`config.mk`:
```
export PLATFORM = sky130hd
export DESIGN_NAME = grid_arbiter
export DESIGN_NICKNAME = d
export VERILOG_FILES = /design/src/rtl/grid_arb_pkg.sv /design/src/rtl/rr_arbiter.sv /design/src/rtl/grid_arbiter.sv
export SDC_FILE = /design/constraint.sdc
export NUM_CORES = 1
export LEC_CHECK = 0
export CORE_MARGIN = 1
export CORE_UTILIZATION = 43
export CTS_BUF_LIST = sky130_fd_sc_hd__clkbuf_8
export DETAILED_ROUTE_END_ITERATION = 8
export GPL_TIMING_DRIVEN = 0
export PLACE_DENSITY = 0.95
export SKIP_CTS_REPAIR_TIMING = 1
export SLEW_MARGIN = 20
export SYNTH_ARGS = -nofsm -noshare
export SYNTH_HDL_FRONTEND = slang
export SYNTH_SLANG_ARGS = --single-unit
```
`constraint.sdc`:
```
create_clock -name clk -period 5.45 [get_ports clk]
set_clock_uncertainty 0.15 [all_clocks]
set_input_delay 0.8175 -clock clk [delete_from_list [all_inputs] [get_ports clk]]
set_output_delay 0.8175 -clock clk [all_outputs]
set_load 0.01 [all_outputs]
```
`src/rtl/grid_arb_pkg.sv`:
```
// Shared opcode encodings, empty-cell marker and FSM state type for the grid RAM arbiter.
package grid_arb_pkg;

  typedef enum logic [1:0] {
    OP_READ  = 2'd0,
    OP_WRITE = 2'd1,
    OP_CLAIM = 2'd2
  } op_e;

  typedef enum logic [2:0] {
    S_IDLE,
    S_ISSUE,
    S_WAIT,
    S_EVAL,
    S_ACK
  } state_e;

  localparam int EMPTY_CELL = -1;

  // The unused encoding 2'b11 behaves as a plain read.
  function automatic op_e decode_op(input logic [1:0] raw);
    case (raw)
      2'd1:    return OP_WRITE;
      2'd2:    return OP_CLAIM;
      default: return OP_READ;
    endcase
  endfunction

endpackage

```
`src/rtl/rr_arbiter.sv`:
```
// Combinational round-robin search: grants the first set req bit at or above ptr, wrapping.
// Zero latency; grant is all-zero when no request is pending.
module rr_arbiter #(
  parameter int NREQ  = 4,
  parameter int PTR_W = (NREQ > 1) ? $clog2(NREQ) : 1
) (
  input  logic [NREQ-1:0]  req,
  input  logic [PTR_W-1:0] ptr,
  output logic [NREQ-1:0]  grant
);

  logic [PTR_W:0] pos;
  logic           found;

  always_comb begin
    grant = '0;
    found = 1'b0;
    pos   = '0;
    for (int i = 0; i < NREQ; i++) begin
      pos = {1'b0, ptr} + (PTR_W+1)'(i);
      if (pos >= (PTR_W+1)'(NREQ)) pos = pos - (PTR_W+1)'(NREQ);
      if (!found && req[pos[PTR_W-1:0]]) begin
        grant[pos[PTR_W-1:0]] = 1'b1;
        found                 = 1'b1;
      end
    end
  end

endmodule

```
`src/rtl/grid_arbiter.sv`:
```
// Serializes READ/WRITE/CLAIM from NREQ placer engines onto one grid RAM; ack after 2 (WRITE) or 4 (READ/CLAIM) cycles.
// Requesters hold req until ack; define GRID_ARB_BOUNDS_EN to reject addresses >= GRID_CELLS with err.
module grid_arbiter
  import grid_arb_pkg::*;
#(
  parameter int NREQ       = 4,
  parameter int ADDR_W     = 6,
  parameter int DATA_W     = 32,
  parameter int GRID_CELLS = 49
) (
  input  logic                     clk,
  input  logic                     reset,
  input  logic [NREQ-1:0]          req,
  input  logic [2*NREQ-1:0]        op,
  input  logic [ADDR_W*NREQ-1:0]   addr,
  input  logic [DATA_W*NREQ-1:0]   wdata,
  output logic [NREQ-1:0]          ack,
  output logic [DATA_W-1:0]        rdata,
  output logic                     claim_ok,
  output logic                     busy,
  output logic                     mem_re,
  output logic                     mem_we,
  output logic [ADDR_W-1:0]        mem_addr,
  output logic [DATA_W-1:0]        mem_wdata,
  input  logic [DATA_W-1:0]        mem_rdata
`ifdef GRID_ARB_BOUNDS_EN
  ,
  output logic                     err
`endif
);

  localparam int PTR_W = (NREQ > 1) ? $clog2(NREQ) : 1;

  state_e             state;
  op_e                cur_op;
  op_e                sel_op;
  logic [NREQ-1:0]    grant;
  logic [NREQ-1:0]    gnt_q;
  logic [PTR_W-1:0]   ptr;
  logic [PTR_W-1:0]   gid;
  logic [PTR_W-1:0]   ptr_nxt;
  logic [1:0]         sel_op_raw;
  logic [ADDR_W-1:0]  sel_addr;
  logic [DATA_W-1:0]  sel_wdata;
  logic               oob;

  rr_arbiter #(
    .NREQ  (NREQ),
    .PTR_W (PTR_W)
  ) u_rr (
    .req   (req),
    .ptr   (ptr),
    .grant (grant)
  );

  always_comb begin
    gid        = '0;
    sel_op_raw = '0;
    sel_addr   = '0;
    sel_wdata  = '0;
    for (int i = 0; i < NREQ; i++) begin
      if (grant[i]) begin
        gid        = PTR_W'(i);
        sel_op_raw = op[2*i +: 2];
        sel_addr   = addr[ADDR_W*i +: ADDR_W];
        sel_wdata  = wdata[DATA_W*i +: DATA_W];
      end
    end
  end

  assign sel_op  = decode_op(sel_op_raw);
  assign ptr_nxt = (gid == PTR_W'(NREQ-1)) ? '0 : gid + PTR_W'(1);

`ifdef GRID_ARB_BOUNDS_EN
  assign oob = (int'(sel_addr) >= GRID_CELLS);
`else
  assign oob = 1'b0;
`endif

  // mem_addr/mem_wdata double as the latched request, so a requester changing its inputs mid-op has no effect.
  always_ff @(posedge clk or posedge reset) begin
    if (reset) begin
      state     <= S_IDLE;
      cur_op    <= OP_READ;
      gnt_q     <= '0;
      ptr       <= '0;
      ack       <= '0;
      rdata     <= '0;
      claim_ok  <= 1'b0;
      busy      <= 1'b0;
      mem_re    <= 1'b0;
      mem_we    <= 1'b0;
      mem_addr  <= '0;
      mem_wdata <= '0;
`ifdef GRID_ARB_BOUNDS_EN
      err       <= 1'b0;
`endif
    end else begin
      case (state)
        S_IDLE: begin
          if (|req) begin
            gnt_q     <= grant;
            cur_op    <= sel_op;
            mem_addr  <= sel_addr;
            mem_wdata <= sel_wdata;
            ptr       <= ptr_nxt;
            claim_ok  <= 1'b0;
            busy      <= 1'b1;
`ifdef GRID_ARB_BOUNDS_EN
            err       <= oob;
`endif
            if (oob) begin
              state <= S_ACK;
              ack   <= grant;
              rdata <= '0;
            end else begin
              state  <= S_ISSUE;
              mem_we <= (sel_op == OP_WRITE);
              mem_re <= (sel_op != OP_WRITE);
            end
          end
        end

        S_ISSUE: begin
          mem_re <= 1'b0;
          mem_we <= 1'b0;
          if (cur_op == OP_WRITE) begin
            state <= S_ACK;
            ack   <= gnt_q;
          end else begin
            state <= S_WAIT;
          end
        end

        S_WAIT: begin
          rdata <= mem_rdata;
          state <= S_EVAL;
          // Claim write is armed here so mem_we is a registered strobe during EVAL.
          if (cur_op == OP_CLAIM && mem_rdata == DATA_W'(EMPTY_CELL)) begin
            mem_we   <= 1'b1;
            claim_ok <= 1'b1;
          end
        end

        S_EVAL: begin
          mem_we <= 1'b0;
          state  <= S_ACK;
          ack    <= gnt_q;
        end

        S_ACK: begin
          ack   <= '0;
          busy  <= 1'b0;
          state <= S_IDLE;
        end

        default: state <= S_IDLE;
      endcase
    end
  end

endmodule

```
==> results summary <==
The final layout net count came out at approximately 1000. Of the synthesized area, sequential elements account for 45.95%. The category of the worst setup path capture point is a flip-flop. In this run the critical register-to-register path is launched from ptr[0]. The number of cell instances on the worst register-to-register path came out at 12. Subtracting the final worst setup slack from the clock period gives 3958 ps. The share of layout cells above drive strength 1 is just under 9%. The synthesized design spends more area on one cell type than any other, namely sky130_fd_sc_hd__dfrtp_1. The highest fanout seen on the critical path came out at 10. The TritonCTS sink count is 89.

The cell count after synthesis is between 500 and 600. The placeable core region is 10890 µm². The number of synthesis warnings came out at 0. The number of cell rows came out at 38.

The clock reaches the later pin of the worst-skew pair after approximately 350 ps. The max-capacitance violation count came out at 0. After detailed routing, the wire length on met1 is 6.630 mm. The core occupancy in the finished layout is roughly three quarters. For the pin with the worst max-slew slack, the measured transition is 665.9 ps. In this run the tool buffered the top-level ports with 275 buffer cells.

The met2 routed wirelength is 9.206 mm. Among all cell types in the netlist, the one instantiated most often is sky130_fd_sc_hd__o21ai_0. The cell area power density is about 590 nW/µm². The analysis attributes to cell leakage a power of between 0.003 and 0.004 µW. The CTS buffer count is 9. The number of nets produced by synthesis came out at between 700 and 800. The estimated wirelength of the detail-placed design came out at roughly 15 mm. For hold timing, the worst endpoint is mem_wdata[28]. The data required time at the worst endpoint is about 5500 ps. The number of antenna violations at the first check in global routing is 0. Headroom to the max-slew limit came out at a little under three fifths. The worst register-to-register path ends at mem_wdata[22]. The floorplan die area is approximately 12000 µm².

Counting flops with a built-in enable in the synthesized netlist gives 0. At the worst endpoint, the arrival time is ~4000 ps. The number of antenna cells inserted came out at 0. Ranked by total cell area, the synthesized netlist is headed by sky130_fd_sc_hd__dfrtp_1, sky130_fd_sc_hd__o21ai_0, sky130_fd_sc_hd__mux2_2. The setup total negative slack came out at 0 ps. Counting flops with an async set or reset pin after synthesis yields a share of 100.0%. The maximum VDD drop is ~0.00030 V. Of the available clock period, the critical path in the final layout requires 72.63%. The critical path in this run is classified as reg -> reg. After synthesis, the most frequently instantiated cells are sky130_fd_sc_hd__o21ai_0, sky130_fd_sc_hd__dfrtp_1, sky130_fd_sc_hd__nand2_1, sky130_fd_sc_hd__inv_1, sky130_fd_sc_hd__a221oi_1.

The detailed-router iteration count before antenna repair came out at 5. The class of the worst hold path is reg -> reg. The met3 routed wirelength is ~1.5 mm. The maximum buffer depth of the clock tree came out at 2. The worst hold path begins at mem_wdata[28].

The count of final max-slew check failures was 0. The number of different library cells in the post-synthesis netlist is 48. Using the TritonRoute via totals, the vias-per-cell ratio works out to roughly 5.7. The flow ran to the end, and the final reports show no timing, DRC or antenna violations. The count of endpoints failing hold in the final timing report is 0. The reg-to-reg setup timing slack is 1490 ps. The clock tree from TritonCTS is yes.

The remaining global-route overflow is 0. Pin placement for this block handled 276 I/O pins. The worst hold path passes through 2 cells. The overall routed net length came out at about 18 mm. The global-route wire length before repair is approximately 28 mm. The startpoint type of the worst setup path is a flip-flop. The most used flip-flop cell after synthesis is sky130_fd_sc_hd__dfrtp_1. In the routed design, unresolved DRC markers number 0. The via count of the first global-routing pass is between 5000 and 6000. The total track usage is 30.97%. The portion of synthesized cell area occupied by the leading cell type came out at 45.95%.

Dividing the detail-routed wire length by the instance count gives 19.18 µm. The die outline height is 108.2 µm. The clock slew seen by the registers of the worst setup and hold paths came out at about 100 ps. The flip-flop and latch count after synthesis came out at 89. Routability-driven placement finished with a final weighted congestion of between 0.9 and 1. The uppermost layer routed is met4.

The die is 108.2 µm wide. CTS built an H-tree with a depth of 3. The routed layout has 5397 vias. The average cell area after synthesis came out at about 9.4 µm². Setup violations remaining at the end of the flow were counted as 0. The detail route stage leaves a number of antenna-violating nets equal to 0.

The combined area of all synthesized cells came out at between 4000 and 5000 µm². Based on the critical path, the design can be clocked at up to roughly 250 MHz. The starting density of the core came out at roughly 45%. The cell sitting at the root of the clock tree is a sky130_fd_sc_hd__clkbuf_8. Entering global routing, the biggest net connects between 50 and 60 pins. The layout-stage area growth over the synthesis result came out at 65.44%. The DRC violation total after the first TritonRoute iteration came out at 311.

Setup repair after global routing left no endpoint under its margin.
## layout make-up
| cell class | count | area, µm² |
|---|---|---|
| buffer | 38 | 185.2 |
| clock buffer | 9 | 123.9 |
| clock inverter | 7 | 85.08 |
| fill | 776 | 2869 |
| inverter | 48 | 182.7 |
| multi-input combinational | 341 | 2260 |
| sequential | 89 | 2227 |
| tap | 140 | 175.2 |
| timing repair buffer | 276 | 2780 |
## routing by layer
layer  GRT usage [%]  vias to the layer above
met2           54.64                      337
met5               0                        -
met4           18.98                        0
met1           33.77                     2541
li1                -                     2452
met3           6.811                       67
## registers in the layout (all words and copies together), names as in the netlist
name / count
cur_op: 2
gnt_q: 4
mem_re: 1
mem_wdata: 32
state: 3
mem_we: 1
ptr: 2
ack: 4
claim_ok: 1
busy: 1
rdata: 32
mem_addr: 6
## per-stage QoR
stage	area (µm²)	total power, µW	hold slack (ps)	cells	setup slack (ps)
final	8019	4711	341.2	948	1492
after floorplan	4847	2919	295.6	516	2176
after CTS	8014	4692	342.0	948	1507
after global placement	7775	4046	309.2	931	880.3
after global routing	8019	5041	376.2	948	1139
after detailed placement	7805	4200	320.0	932	1302
## worst max-delay path, stage by stage, from the launching register on
cell,delay [ps]
sky130_fd_sc_hd__dfrtp_1,470
sky130_fd_sc_hd__buf_6,170
sky130_fd_sc_hd__inv_1,90
sky130_fd_sc_hd__ha_1,400
sky130_fd_sc_hd__mux4_2,620
sky130_fd_sc_hd__a21oi_1,140
sky130_fd_sc_hd__o21ai_0,100
sky130_fd_sc_hd__a22oi_1,280
sky130_fd_sc_hd__clkbuf_1,410
sky130_fd_sc_hd__clkbuf_1,370
sky130_fd_sc_hd__o21ai_0,200
sky130_fd_sc_hd__a221oi_1,260
sky130_fd_sc_hd__o21ai_0,160
## report_power, final
group	total (µW)	internal, µW	switching [µW]
Combinational	3050	1420	1640
Clock	481	222	259
Sequential	1180	984	194
Total	4710	2620	2090
## placed cells by master, fill, tap and decap left out, types with 3 or more instances in the layout
cell type / instances
sky130_fd_sc_hd__a221oi_1: 38
sky130_fd_sc_hd__o211ai_1: 3
sky130_fd_sc_hd__buf_6: 5
sky130_fd_sc_hd__o21ai_0: 107
sky130_fd_sc_hd__nor4_1: 4
sky130_fd_sc_hd__buf_2: 4
sky130_fd_sc_hd__a21oi_1: 11
sky130_fd_sc_hd__and3_1: 3
sky130_fd_sc_hd__o21ai_1: 20
sky130_fd_sc_hd__nand2_1: 62
sky130_fd_sc_hd__dfrtp_1: 89
sky130_fd_sc_hd__ha_1: 6
sky130_fd_sc_hd__clkdlybuf4s50_1: 275
sky130_fd_sc_hd__clkbuf_1: 29
sky130_fd_sc_hd__inv_1: 47
sky130_fd_sc_hd__mux4_2: 4
sky130_fd_sc_hd__nor2_1: 7
sky130_fd_sc_hd__clkbuf_8: 9
sky130_fd_sc_hd__mux2_2: 32
sky130_fd_sc_hd__nand4_1: 7
## worst max-delay path by stage
stage,startpoint,endpoint,slack (ps),cells after the start
after detailed placement,req[3],mem_addr[4],1300,10
final,ptr[0],mem_wdata[22],1490,12
after CTS,ptr[0],mem_addr[4],1510,12
after global placement,reset,busy,880,2
after floorplan,reset,ack[0],2180,1
after global routing,ptr[0],mem_wdata[28],1140,12
## kinds of logic (layout without fill, tap and decap cells)
kind of cell | after synthesis | count (layout) | share of synthesized area, %
buf+inv | 86 | 378 | 7.537
compound gates | 199 | 199 | 25.68
mux | 37 | 37 | 9.499
simple gates | 99 | 99 | 9.783
fa+ha+maj | 6 | 6 | 1.549
flops | 89 | 89 | 45.95
Note: power is estimated with default switching activity, not from simulation.
==> variant: new RTL, config.mk and constraints unchanged <==
`ADDR_W`: 6 -> 5.
--- a/src/rtl/grid_arbiter.sv
+++ b/src/rtl/grid_arbiter.sv
@@ -6,3 +6,3 @@
   parameter int NREQ       = 4,
-  parameter int ADDR_W     = 6,
+  parameter int ADDR_W     = 5,
   parameter int DATA_W     = 32,
Interface: changed (resized addr and mem_addr); port bits go from 276 to 271. No check against the original RTL was run, so the function may have changed too.
==> variant against the unedited design <==
Critical path depth unchanged; synthesized cell count fell by 8.9%; sequential cell count is 1 lower; total power increased by 4.2%; final area down 2.3%; wire length down 3.8%; global-route usage down 1.2 points; maximum frequency shrank 1.9%; area after synthesis shrank 2.0%; worst setup slack lost 79 ps; largest cell class unchanged.
==> variant: results (changes against the unedited design) <==
{
  "globalRouteTotalUtil": {"value": 29.8, "unit": "%", "change": "was 31.0%"},
  "outcome": {"value": "finished clean", "change": "unchanged"},
  "slew-limit-headroom": {"value": 35.9, "unit": "%", "change": "was 55.4%"},
  "dr_wl_met2": {"value": 8750, "unit": "um", "change": "was 9210 um"},
  "met1_usage": {"value": 34.6, "unit": "%", "change": "was 33.8%"},
  "power_leakage": {"value": 2.99, "unit": "nW", "change": "was 3.31 nW"},
  "largest_net_degree_at_the_start_of_global_routing": {"value": 55, "change": "was 54"},
  "wirelength_met1": {"value": 6670, "unit": "um", "change": "was 6630 um"},
  "detailed_route_wire_length_per_cell": {"value": 19.5, "unit": "um", "change": "was 19.2 um"},
  "grtUsageMet3": {"value": 7.66, "unit": "%", "change": "was 6.81%"},
  "post_layout_nonfiller_instances": {"value": 896, "change": "was 948"},
  "synthesized_nets": {"value": 670, "change": "was 720"},
  "grt_first_pass_wirelength": {"value": 26200, "unit": "um", "change": "was 27600 um"},
  "drt_iter0_drc": {"value": 542, "change": "was 311"},
  "gp_routability_congestion": {"value": 0.946, "change": "was 0.932"},
  "synth-seq-area-share": {"value": 46.4, "unit": "%", "change": "was 45.9%"},
  "proportion_of_layout_cells_with_a_drive_suffix_above_1": {"value": 8.47, "unit": "%", "change": "was 8.66%"},
  "netlist-cell-type-count": {"value": 50, "change": "was 48"},
  "ir_worst_vdd": {"value": 337, "unit": "uV", "change": "was 303 uV"},
  "yosys-top-cells-area": {"value": "sky130_fd_sc_hd__dfrtp_1 46%, sky130_fd_sc_hd__mux2_2 7.6%, sky130_fd_sc_hd__a221oi_1 6.8%, sky130_fd_sc_hd__o21a_1 6.0%, sky130_fd_sc_hd__a21oi_1 5.0%", "change": "was sky130_fd_sc_hd__dfrtp_1 46%, sky130_fd_sc_hd__o21ai_0 11%, sky130_fd_sc_hd__mux2_2 7.4%, sky130_fd_sc_hd__a221oi_1 6.9%, sky130_fd_sc_hd__nand2_1 4.8%"},
  "reg_top3": {"value": "mem_wdata: 32 flops, rdata: 32 flops, mem_addr: 5 flops", "change": "was mem_wdata: 32 flops, rdata: 32 flops, mem_addr: 6 flops"},
  "synth.cells.most_frequent": {"value": "88 x sky130_fd_sc_hd__dfrtp_1, 47 x sky130_fd_sc_hd__a21oi_1, 46 x sky130_fd_sc_hd__o21ai_0", "change": "was 107 x sky130_fd_sc_hd__o21ai_0, 89 x sky130_fd_sc_hd__dfrtp_1, 62 x sky130_fd_sc_hd__nand2_1"},
  "met3_wire_len": {"value": 1520, "unit": "um", "change": "was 1510 um"},
  "numPlacedInstances": {"value": 880, "change": "was 932"},
  "dr_total_vias": {"value": 5218, "change": "was 5397"}
}
-- variant: cell count changes in the layout (fill, tap and decap cells not counted), sizes merged, moves of 4 or more --
cell and change:
nor2b +4, o21ai -43, clkbuf +6, o21a +38, inv -42, nand2 -44, a21oi +36, clkdlybuf4s50 -6
-- variant: report_power, final --
part           internal [W]  switching, W
Sequential         0.000996      0.000210
Combinational       0.00153       0.00175
Clock              0.000180      0.000245
-- variant: final timing paths --
path / startpoint / to / slack (ps) / cells after the start
setup / recovery: ptr[0] / mem_wdata[2] / 1410 / 12
hold reg to reg: gnt_q[1] / gnt_q[1] / 340 / 2
max in group asynchronous: reset / rdata[29] / 3830 / 3
min in group asynchronous: reset / mem_wdata[28] / 700 / 2
setup reg to reg: ptr[0] / mem_wdata[2] / 1410 / 12
hold / removal: gnt_q[1] / gnt_q[1] / 340 / 2
-- variant: critical path: cells and delay by family, from the launching register on --
family | cells | cell delay, ps
muxes | 1 | 600
buffers and inverters | 4 | 910
adders and majority gates | 1 | 410
DFF | 1 | 440
AOI/OAI and AO/OA | 6 | 1480
-- variant: cell type report --
type                            count  area (um^2)  share of cell area (%)
Inverter                            7         28.8                   0.367
Timing Repair Buffer              270         2720                    34.7
Buffer                             40          171                    2.19
Multi-Input combinational cell    335         2360                    30.1
Clock inverter                      6         42.5                   0.543
Tap cell                          140          175                    2.24
Sequential cell                    88         2200                    28.1
Clock buffer                       10          138                    1.76
-- variant: logic make-up after synthesis --
group	share of synthesized area, %
AO/OA/AOI/OAI	30.3
adder cells (fa/ha/maj)	1.58
buffers and inverters	4.16
flip-flops	46.4
multiplexers	9.48
AND/OR/NAND/NOR	8.09
